**src/rtl/mtc2sl_rx_decoder_pkg.sv**
```systemverilog
// Shared definitions for the MTC2SL receive decoder: word layout, procflag codes and
// the mapping from procflags to the statistics class.
package mtc2sl_rx_pkg;

    // Word layout mirrors the MTC2SL entry of the L0MDT data formats header.
    localparam int unsigned MTC2SL_LEN               = 32;
    localparam int unsigned MTC2SL_MDT_PROCFLAGS_MSB = 27;
    localparam int unsigned MTC2SL_MDT_PROCFLAGS_LSB = 24;

    // Processing flag codes carried in the payload.
    localparam logic [3:0] PF_NODATA        = 4'h0;
    localparam logic [3:0] PF_PASS          = 4'h1;
    localparam logic [3:0] PF_BELOW_THR     = 4'h2;
    localparam logic [3:0] PF_SLID_MISMATCH = 4'h3;
    localparam logic [3:0] PF_NOSEG         = 4'h4;
    localparam logic [3:0] PF_ONESEG        = 4'h5;
    localparam logic [3:0] PF_MULTISEG      = 4'h6;
    localparam logic [3:0] PF_UNKNOWN       = 4'hF;

    typedef enum logic [1:0] {
        CLS_NODATA,
        CLS_PASS,
        CLS_FAIL,
        CLS_OTHER
    } mtc2sl_class_e;

    // Everything that is not an explicit pass/fail/no-data code counts as "other",
    // including reserved values.
    function automatic mtc2sl_class_e procflags_class(input logic [3:0] pf);
        case (pf)
            PF_NODATA:    return CLS_NODATA;
            PF_PASS:      return CLS_PASS;
            PF_BELOW_THR: return CLS_FAIL;
            default:      return CLS_OTHER;
        endcase
    endfunction

endpackage

```
**src/rtl/mtc2sl_rx_decoder_if.sv**
```systemverilog
// Candidate stream bundle: per-channel MTC2SL input words and the merged
// valid/ready output stream of the decoder.
interface mtc2sl_rx_decoder_if
    import mtc2sl_rx_pkg::*;
#(
    parameter int unsigned N_CH = 3
) ();

    localparam int unsigned CH_W = (N_CH > 1) ? $clog2(N_CH) : 1;

    logic [MTC2SL_LEN-1:0] mtc_in [N_CH];
    logic [MTC2SL_LEN-2:0] out_data;
    logic [CH_W-1:0]       out_ch;
    logic [3:0]            out_procflags;
    logic                  out_valid;
    logic                  out_ready;

    // Source of words and sink of the merged stream.
    modport master (
        output mtc_in,
        output out_ready,
        input  out_data,
        input  out_ch,
        input  out_procflags,
        input  out_valid
    );

    // The decoder itself.
    modport slave (
        input  mtc_in,
        input  out_ready,
        output out_data,
        output out_ch,
        output out_procflags,
        output out_valid
    );

endinterface

```
**src/rtl/mtc2sl_rx_decoder_ch_fifo.sv**
```systemverilog
// Per-channel synchronous FIFO. A push while full is taken only when a pop
// happens in the same cycle, leaving occupancy unchanged.
module mtc2sl_ch_fifo #(
    parameter int unsigned WIDTH = 31,
    parameter int unsigned DEPTH = 4
) (
    input  logic             clock,
    input  logic             rst,
    input  logic             push,
    input  logic             pop,
    input  logic [WIDTH-1:0] wr_data,
    output logic [WIDTH-1:0] rd_data,
    output logic             full,
    output logic             empty
);

    localparam int unsigned AW = $clog2(DEPTH);
    localparam logic [AW:0] PTR_ONE = 1;

    logic [WIDTH-1:0] mem [DEPTH];
    logic [AW:0]      wr_ptr;
    logic [AW:0]      rd_ptr;
    logic             do_push;
    logic             do_pop;

    // Extra pointer MSB distinguishes full from empty.
    assign empty   = (wr_ptr == rd_ptr);
    assign full    = (wr_ptr[AW] != rd_ptr[AW]) && (wr_ptr[AW-1:0] == rd_ptr[AW-1:0]);
    assign do_pop  = pop && !empty;
    assign do_push = push && (!full || do_pop);
    assign rd_data = mem[rd_ptr[AW-1:0]];

    // Pointer update; reset empties the FIFO.
    always_ff @(posedge clock) begin
        if (rst) begin
            wr_ptr <= '0;
            rd_ptr <= '0;
        end else begin
            if (do_push) wr_ptr <= wr_ptr + PTR_ONE;
            if (do_pop)  rd_ptr <= rd_ptr + PTR_ONE;
        end
    end

    // Storage write; contents need no reset since the pointers gate visibility.
    always_ff @(posedge clock) begin
        if (do_push) mem[wr_ptr[AW-1:0]] <= wr_data;
    end

endmodule

```
**src/rtl/mtc2sl_rx_decoder.sv**
```systemverilog
// MTC2SL receive decoder: buffers one word per channel per cycle, merges the
// channels round-robin onto a single valid/ready stream and keeps saturating
// per-class and per-channel drop statistics.
module mtc2sl_rx_decoder
    import mtc2sl_rx_pkg::*;
#(
    parameter int unsigned N_CH       = 3,
    parameter int unsigned FIFO_DEPTH = 4,
    parameter int unsigned CNT_W      = 16
) (
    input  logic                 clock,
    input  logic                 rst,
    mtc2sl_rx_decoder_if.slave   bus,
    input  logic                 clear_cnt,
    output logic [CNT_W-1:0]     pass_cnt,
    output logic [CNT_W-1:0]     fail_cnt,
    output logic [CNT_W-1:0]     other_cnt,
    output logic [CNT_W-1:0]     nodata_cnt,
    output logic [CNT_W-1:0]     drop_cnt [N_CH],
    output logic [N_CH-1:0]      overflow
);

    localparam int unsigned CH_W = (N_CH > 1) ? $clog2(N_CH) : 1;
    localparam int unsigned PL_W = MTC2SL_LEN - 1;

    logic [N_CH-1:0] push;
    logic [N_CH-1:0] pop;
    logic [N_CH-1:0] full;
    logic [N_CH-1:0] empty;
    logic [N_CH-1:0] drop;
    logic [PL_W-1:0] rd_data [N_CH];

    logic            grant_valid;
    logic [CH_W-1:0] grant_ch;
    logic [CH_W-1:0] rr_q;
    logic            load_en;
    logic            handshake;
    mtc2sl_class_e   hs_class;

    logic            out_valid_q;
    logic [PL_W-1:0] out_data_q;
    logic [CH_W-1:0] out_ch_q;
    logic [3:0]      out_procflags_q;

    function automatic logic [CNT_W-1:0] sat_inc(input logic [CNT_W-1:0] v);
        return (&v) ? v : v + CNT_W'(1);
    endfunction

    for (genvar c = 0; c < N_CH; c++) begin : g_ch
        assign push[c] = bus.mtc_in[c][MTC2SL_LEN-1];
        // A word is lost only when its FIFO is full and not draining this cycle.
        assign drop[c] = push[c] && full[c] && !pop[c];

        mtc2sl_ch_fifo #(
            .WIDTH (PL_W),
            .DEPTH (FIFO_DEPTH)
        ) u_fifo (
            .clock   (clock),
            .rst     (rst),
            .push    (push[c]),
            .pop     (pop[c]),
            .wr_data (bus.mtc_in[c][PL_W-1:0]),
            .rd_data (rd_data[c]),
            .full    (full[c]),
            .empty   (empty[c])
        );
    end

    // Round-robin search for the first non-empty FIFO starting at rr_q.
    always_comb begin
        int unsigned     sum;
        logic [CH_W-1:0] cand;
        grant_valid = 1'b0;
        grant_ch    = '0;
        sum         = 0;
        cand        = '0;
        for (int unsigned i = 0; i < N_CH; i++) begin
            sum = 32'(rr_q) + i;
            if (sum >= N_CH) sum = sum - N_CH;
            cand = CH_W'(sum);
            if (!grant_valid && !empty[cand]) begin
                grant_valid = 1'b1;
                grant_ch    = cand;
            end
        end
    end

    // Output register refills when empty or being drained this cycle.
    assign load_en   = !out_valid_q || bus.out_ready;
    assign handshake = out_valid_q && bus.out_ready;
    assign hs_class  = procflags_class(out_procflags_q);

    // One-hot pop of the granted FIFO.
    always_comb begin
        pop = '0;
        if (load_en && grant_valid) pop[grant_ch] = 1'b1;
    end

    // Output register and round-robin pointer; pointer moves only on a pop.
    always_ff @(posedge clock) begin
        if (rst) begin
            out_valid_q     <= 1'b0;
            out_data_q      <= '0;
            out_ch_q        <= '0;
            out_procflags_q <= '0;
            rr_q            <= '0;
        end else if (load_en) begin
            out_valid_q <= grant_valid;
            if (grant_valid) begin
                out_data_q      <= rd_data[grant_ch];
                out_ch_q        <= grant_ch;
                out_procflags_q <=
                    rd_data[grant_ch][MTC2SL_MDT_PROCFLAGS_MSB:MTC2SL_MDT_PROCFLAGS_LSB];
                rr_q <= (grant_ch == CH_W'(N_CH - 1)) ? '0 : grant_ch + CH_W'(1);
            end
        end
    end

    assign bus.out_valid     = out_valid_q;
    assign bus.out_data      = out_data_q;
    assign bus.out_ch        = out_ch_q;
    assign bus.out_procflags = out_procflags_q;

    // Per-class counters, bumped on each accepted word; clear wins over increment.
    always_ff @(posedge clock) begin
        if (rst || clear_cnt) begin
            pass_cnt   <= '0;
            fail_cnt   <= '0;
            other_cnt  <= '0;
            nodata_cnt <= '0;
        end else if (handshake) begin
            unique case (hs_class)
                CLS_PASS:   pass_cnt   <= sat_inc(pass_cnt);
                CLS_FAIL:   fail_cnt   <= sat_inc(fail_cnt);
                CLS_NODATA: nodata_cnt <= sat_inc(nodata_cnt);
                CLS_OTHER:  other_cnt  <= sat_inc(other_cnt);
            endcase
        end
    end

    // Per-channel drop counters and sticky overflow flags.
    always_ff @(posedge clock) begin
        if (rst || clear_cnt) begin
            for (int c = 0; c < N_CH; c++) drop_cnt[c] <= '0;
            overflow <= '0;
        end else begin
            for (int c = 0; c < N_CH; c++) begin
                if (drop[c]) begin
                    drop_cnt[c] <= sat_inc(drop_cnt[c]);
                    overflow[c] <= 1'b1;
                end
            end
        end
    end

endmodule

```
**src/flat_wrapper.sv**
```systemverilog
// flat-port wrapper written by rule: the top's interface ports become plain ports
module mtc2sl_rx_decoder_flat import mtc2sl_rx_pkg::*;
#(
    parameter int unsigned N_CH       = 3,
    parameter int unsigned FIFO_DEPTH = 4,
    parameter int unsigned CNT_W      = 16
)
  (clock, rst, clear_cnt, pass_cnt, fail_cnt, other_cnt, nodata_cnt, drop_cnt, overflow, bus_mtc_in, bus_out_ready, bus_out_data, bus_out_ch, bus_out_procflags, bus_out_valid);
  mtc2sl_rx_decoder_if #(.N_CH(N_CH)) bus_i ();
  input  logic clock;
  input  logic rst;
  input  logic clear_cnt;
  output logic [CNT_W-1:0] pass_cnt;
  output logic [CNT_W-1:0] fail_cnt;
  output logic [CNT_W-1:0] other_cnt;
  output logic [CNT_W-1:0] nodata_cnt;
  output logic [CNT_W-1:0] drop_cnt[N_CH];
  output logic [N_CH-1:0] overflow;
  input wire logic [$bits(bus_i.mtc_in)-1:0] bus_mtc_in;
  input wire logic [$bits(bus_i.out_ready)-1:0] bus_out_ready;
  output wire logic [$bits(bus_i.out_data)-1:0] bus_out_data;
  output wire logic [$bits(bus_i.out_ch)-1:0] bus_out_ch;
  output wire logic [$bits(bus_i.out_procflags)-1:0] bus_out_procflags;
  output wire logic [$bits(bus_i.out_valid)-1:0] bus_out_valid;
  assign bus_i.mtc_in = {>>{bus_mtc_in}};
  assign bus_i.out_ready = bus_out_ready;
  assign bus_out_data = bus_i.out_data;
  assign bus_out_ch = bus_i.out_ch;
  assign bus_out_procflags = bus_i.out_procflags;
  assign bus_out_valid = bus_i.out_valid;
  mtc2sl_rx_decoder #(.N_CH(N_CH), .FIFO_DEPTH(FIFO_DEPTH), .CNT_W(CNT_W)) u_core (.clock(clock), .rst(rst), .bus(bus_i), .clear_cnt(clear_cnt), .pass_cnt(pass_cnt), .fail_cnt(fail_cnt), .other_cnt(other_cnt), .nodata_cnt(nodata_cnt), .drop_cnt(drop_cnt), .overflow(overflow));
endmodule
```
**config.mk**
```make
export PLATFORM = sky130hd
export DESIGN_NAME = mtc2sl_rx_decoder_flat
export DESIGN_NICKNAME = d
export VERILOG_FILES = /design/src/rtl/mtc2sl_rx_decoder_pkg.sv /design/src/rtl/mtc2sl_rx_decoder_if.sv /design/src/rtl/mtc2sl_rx_decoder_ch_fifo.sv /design/src/rtl/mtc2sl_rx_decoder.sv /design/src/flat_wrapper.sv
export SDC_FILE = /design/constraint.sdc
export NUM_CORES = 1
export LEC_CHECK = 0
export ABC_CLOCK_PERIOD_IN_PS = 4200
export BUFFER_PORTS_ARGS = -buffer_cell sky130_fd_sc_hd__buf_2
export CAP_MARGIN = 10
export CORE_UTILIZATION = 45
export CTS_CLUSTER_SIZE = 20
export DETAILED_ROUTE_END_ITERATION = 7
export GPL_TIMING_DRIVEN = 0
export HOLD_SLACK_MARGIN = 0.1
export MAX_ROUTING_LAYER = met4
export PLACE_DENSITY = 0.72
export SYNTH_ARGS = -nofsm -noshare
export SYNTH_HDL_FRONTEND = slang
export SYNTH_SLANG_ARGS = --single-unit
```
**constraint.sdc**
```tcl
create_clock -name clock -period 4.2 [get_ports clock]
set_input_delay 0 -clock clock [delete_from_list [all_inputs] [get_ports clock]]
set_output_delay 0 -clock clock [all_outputs]
set_load 0.005 [all_outputs]
```
==> impl_metrics.env <==
export IMPL_run_status="complete, no violations"
export IMPL_fmaxAchievable_ghz=0.2876
export IMPL_viasPerCell=5.474
export IMPL_syn_to_final_growth_pct=23.84
export IMPL_slew_headroom_pct=27.18
export IMPL_wl_microns=53610
export IMPL_yosysWarningCount=0
export IMPL_switching_share_pct=31.88
export IMPL_die_height_microns=223.3
export IMPL_cts_tree="yes"
export IMPL_post_dp_hpwl_microns=36780
export IMPL_fp_dieArea_sq_um=49850
export IMPL_critical_path_arrival_ps=3730
export IMPL_yosys_most_used_dff="sky130_fd_sc_hd__edfxtp_1"
export IMPL_clk_path_buf_depth=3
export IMPL_critical_path_reg2reg_startpoint="u_core.rr_q[1]"
export IMPL_rr_worst_depth=9
export IMPL_finalCritPeriodShare_pct=82.77
export IMPL_timing_final_setup_violations=0
export IMPL_power_frac_seq_pct=40.2
export IMPL_async_reset_ff_share_pct=0
export IMPL_power_static_leakage_uw=0.009754
export IMPL_vias=14320
export IMPL_report_power_total_uw=16080
export IMPL_setup_worst_path_start_class="flip-flop"
export IMPL_cts_hold_fix_buffers=121
export IMPL_r2r_setup_slack_ps=720
export IMPL_post_drt_wl_per_cell_microns=20.49
export IMPL_drt_pass1_iter_count=5
export IMPL_initial_core_util_pct=45.85
export IMPL_clock_tree_htree_level_count=2
export IMPL_peakVddDrop_mv=0.4374
export IMPL_io_port_bufs=251
export IMPL_worst_skew_pair_latency_ps=630
export IMPL_finalWeightedCongestion=0.8596
export IMPL_post_synth_cell_area_avg_sq_um=14.54
export IMPL_synth_seq_area_share_pct=66.61
export IMPL_global_route_usage_total_pct=22.03
export IMPL_rows=80
export IMPL_clockRootBuffer="sky130_fd_sc_hd__clkbuf_16"
export IMPL_r2r_endpoint="u_core.g_ch[1].u_fifo.mem[1][23]"
export IMPL_holdCritPathClass="in -> reg"
export IMPL_resized_gates_after_cts=0
export IMPL_die_width_microns=223.3
export IMPL_hold_depth=2
export IMPL_worst_pin_slew_ps=1077
export IMPL_clk_pin_slew_worst_paths_ps=60
export IMPL_final_setup_skew_ps=49.29
export IMPL_first_global_vias=14080
export IMPL_clock_sinks=547
export IMPL_critical_path_max_fanout=31
export IMPL_maxSlewViolCount=0
export IMPL_placeableCoreArea_sq_um=48050
export IMPL_worst_setup_path_end_kind="flip-flop"
export IMPL_post_synth_instance_area_sq_um=22030
export IMPL_postSynthNetCount=1639
export IMPL_synthTopCellsByArea="sky130_fd_sc_hd__edfxtp_1 51%, sky130_fd_sc_hd__dfxtp_1 16%, sky130_fd_sc_hd__mux4_2 9.5%, sky130_fd_sc_hd__nor2_1 2.8%, sky130_fd_sc_hd__xor2_1 2.5%"
export IMPL_netlist_instances=1515
export IMPL_setup_repair_after_global_routing_missed_its_margin="no"
export IMPL_synth_top_area_share_pct=50.70
export IMPL_pwr_density_cell_nw_per_um2=589.4
export IMPL_share_clk_of_total_power_pct=31.9
export IMPL_hold_path_endpoint="u_core.g_ch[2].u_fifo.mem[2][20]"
export IMPL_cts_buffers_inserted=56
export IMPL_fill_cells=3714
export IMPL_final_hold_violation_count=0
export IMPL_power_switching_uw=5127
export IMPL_post_cts_buffers=0
export IMPL_max_cap_viol_count=0
export IMPL_ys_seq_elements=547
export IMPL_layout_nets=2071
export IMPL_synth_edf_count=372
export IMPL_cell_type_contributing_the_most_total_cell_area_after_synthesis="sky130_fd_sc_hd__edfxtp_1"
export IMPL_globalRouteOverflowTotal=0
export IMPL_largest_net_degree_at_the_start_of_global_routing=34
export IMPL_antenna_violating_nets_post_route=0
export IMPL_power_frac_comb_pct=27.9
export IMPL_timing_hold_ws_ps=125.0
export IMPL_post_route_cells_drive_above_1_share_pct=25.66
export IMPL_grt_antenna_before_repair=6
export IMPL_dr_first_iter_drc_count=1124
export IMPL_yosysMostFrequentCell="sky130_fd_sc_hd__edfxtp_1"
export IMPL_timing_final_crit_period_ps=3477
export IMPL_internal_power_uw=10950
export IMPL_detail_route_drc_violations=0
export IMPL_global_route_wire_length_before_repair_microns=80900
export IMPL_top_level_ports=253
export IMPL_timing_hold_worst_start="bus_mtc_in[20]"
export IMPL_synth_cells_most_frequent="372 x sky130_fd_sc_hd__edfxtp_1, 175 x sky130_fd_sc_hd__dfxtp_1, 164 x sky130_fd_sc_hd__nor2_1, 116 x sky130_fd_sc_hd__nand2_1, 93 x sky130_fd_sc_hd__mux4_2"
export IMPL_timing_worst_setup_path_type="reg -> reg"
export IMPL_timing_critical_path_required_ps=4460
export IMPL_yosys_cell_types_count=66
## layout by cell type (no fill, tap or decap), drive strengths merged, types with 5 or more instances in the layout
master,instances
mux4,93
diode,6
clkinv,19
or3,10
and2,16
and4,11
nor2,164
and3,37
edfxtp,372
nand3,43
inv,26
nor4,14
a31oi,21
nand2,118
a211oi,17
mux2i,5
mux2,15
nor3,20
xor2,64
dlygate4sd3,121
xnor2,52
bufinv,5
clkbuf,116
a21oi,24
ha,24
dfxtp,175
nand4,27
o21ai,49
clkinvlp,7
buf,279
## state kept, by name, summed over array words and instances (netlist names), 9 cells and up, named ones only
name / flops
u_core.bus.out_data: 28
u_core.nodata_cnt: 16
u_core.g_ch.u_fifo.wr_ptr: 9
u_core.fail_cnt: 16
u_core.other_cnt: 16
u_core.g_ch.u_fifo.rd_ptr: 9
u_core.drop_cnt: 48
u_core.g_ch.u_fifo.mem: 372
u_core.pass_cnt: 16
## power by group through the flow
stage               logic (uW)  clock network (uW)  registers [uW]
global route              4830                5390            6490
detailed placement        4330                   0            6550
global placement          4220                   0            6550
finish                    4490                5130            6460
CTS                       4460                5170            6450
floorplan                 2920                   0            6450
## routing by layer
layer / track usage [%] / vias to the layer above / wire, microns
li1: - / 6592 / -
met2: 36.39 / 566 / 26590
met5: - / - / 0
met4: 7.313 / 0 / 1542
met3: 5.202 / 105 / 4430
met1: 26.68 / 7057 / 21050
## final cells by class
cell class	instances	area (sq um)	share of cell area, %
diodes	6	15.01	0.05503
plain buffers	68	301.5	1.105
clock buffers	74	1582	5.797
clock inverters	32	367.9	1.348
inverters	25	93.84	0.3439
multi-input cells	875	6983	25.59
flip-flops and latches	547	14670	53.78
well taps	615	769.5	2.820
repair buffers	374	2497	9.153
## metrics by stage
step / cells / setup TNS, ps / utilization [%] / cell area [sq um] / setup slack, ps
finish: 2616 / 0 / 56.79 / 27280 / 723.5
global route: 2616 / 0 / 56.79 / 27280 / 443.6
CTS: 2610 / 0 / 56.76 / 27270 / 720.1
detailed placement: 2383 / 0 / 50.18 / 24110 / 697.2
global placement: 2381 / -19520 / 50.07 / 24060 / -614.1
floorplan: 1515 / 0 / - / 22030 / 771.9
## worst max-delay path by stage
stage	startpoint	endpoint	slack (ps)	cells after the start
5_1_grt	u_core.rr_q[1]	u_core.g_ch[1].u_fifo.mem[1][1]	440	9
2_1_floorplan	u_core.rr_q[1]	u_core.g_ch[1].u_fifo.mem[3][0]	770	8
3_5_place_dp	u_core.rr_q[1]	u_core.g_ch[1].u_fifo.mem[1][20]	700	9
6_report	u_core.rr_q[1]	u_core.g_ch[1].u_fifo.mem[1][23]	720	9
3_3_place_gp	u_core.rr_q[1]	u_core.g_ch[1].u_fifo.mem[3][20]	-610	8
4_1_cts	u_core.rr_q[1]	u_core.g_ch[1].u_fifo.mem[1][5]	720	9
## worst max-delay path, stage by stage (launching register included)
cell and delay (ps):
sky130_fd_sc_hd__dfxtp_1 350, sky130_fd_sc_hd__inv_1 50, sky130_fd_sc_hd__ha_1 160, sky130_fd_sc_hd__clkbuf_1 240, sky130_fd_sc_hd__nor4_1 530, sky130_fd_sc_hd__o21ai_0 210
sky130_fd_sc_hd__a21o_1 230, sky130_fd_sc_hd__buf_2 190, sky130_fd_sc_hd__a21oi_2 330, sky130_fd_sc_hd__and2_2 810
## cell families after synthesis
kind of cell	after synthesis	share of synthesized area (%)
xor gates and xnor gates	116	4.612
DFF	547	66.61
buffers and inverters	93	1.795
adders and majority gates	24	1.363
and+or+nand+nor	478	10.50
muxes	113	10.50
AOI/OAI and AO/OA	144	4.629
No activity file was read; power rests on OpenSTA's default activity.
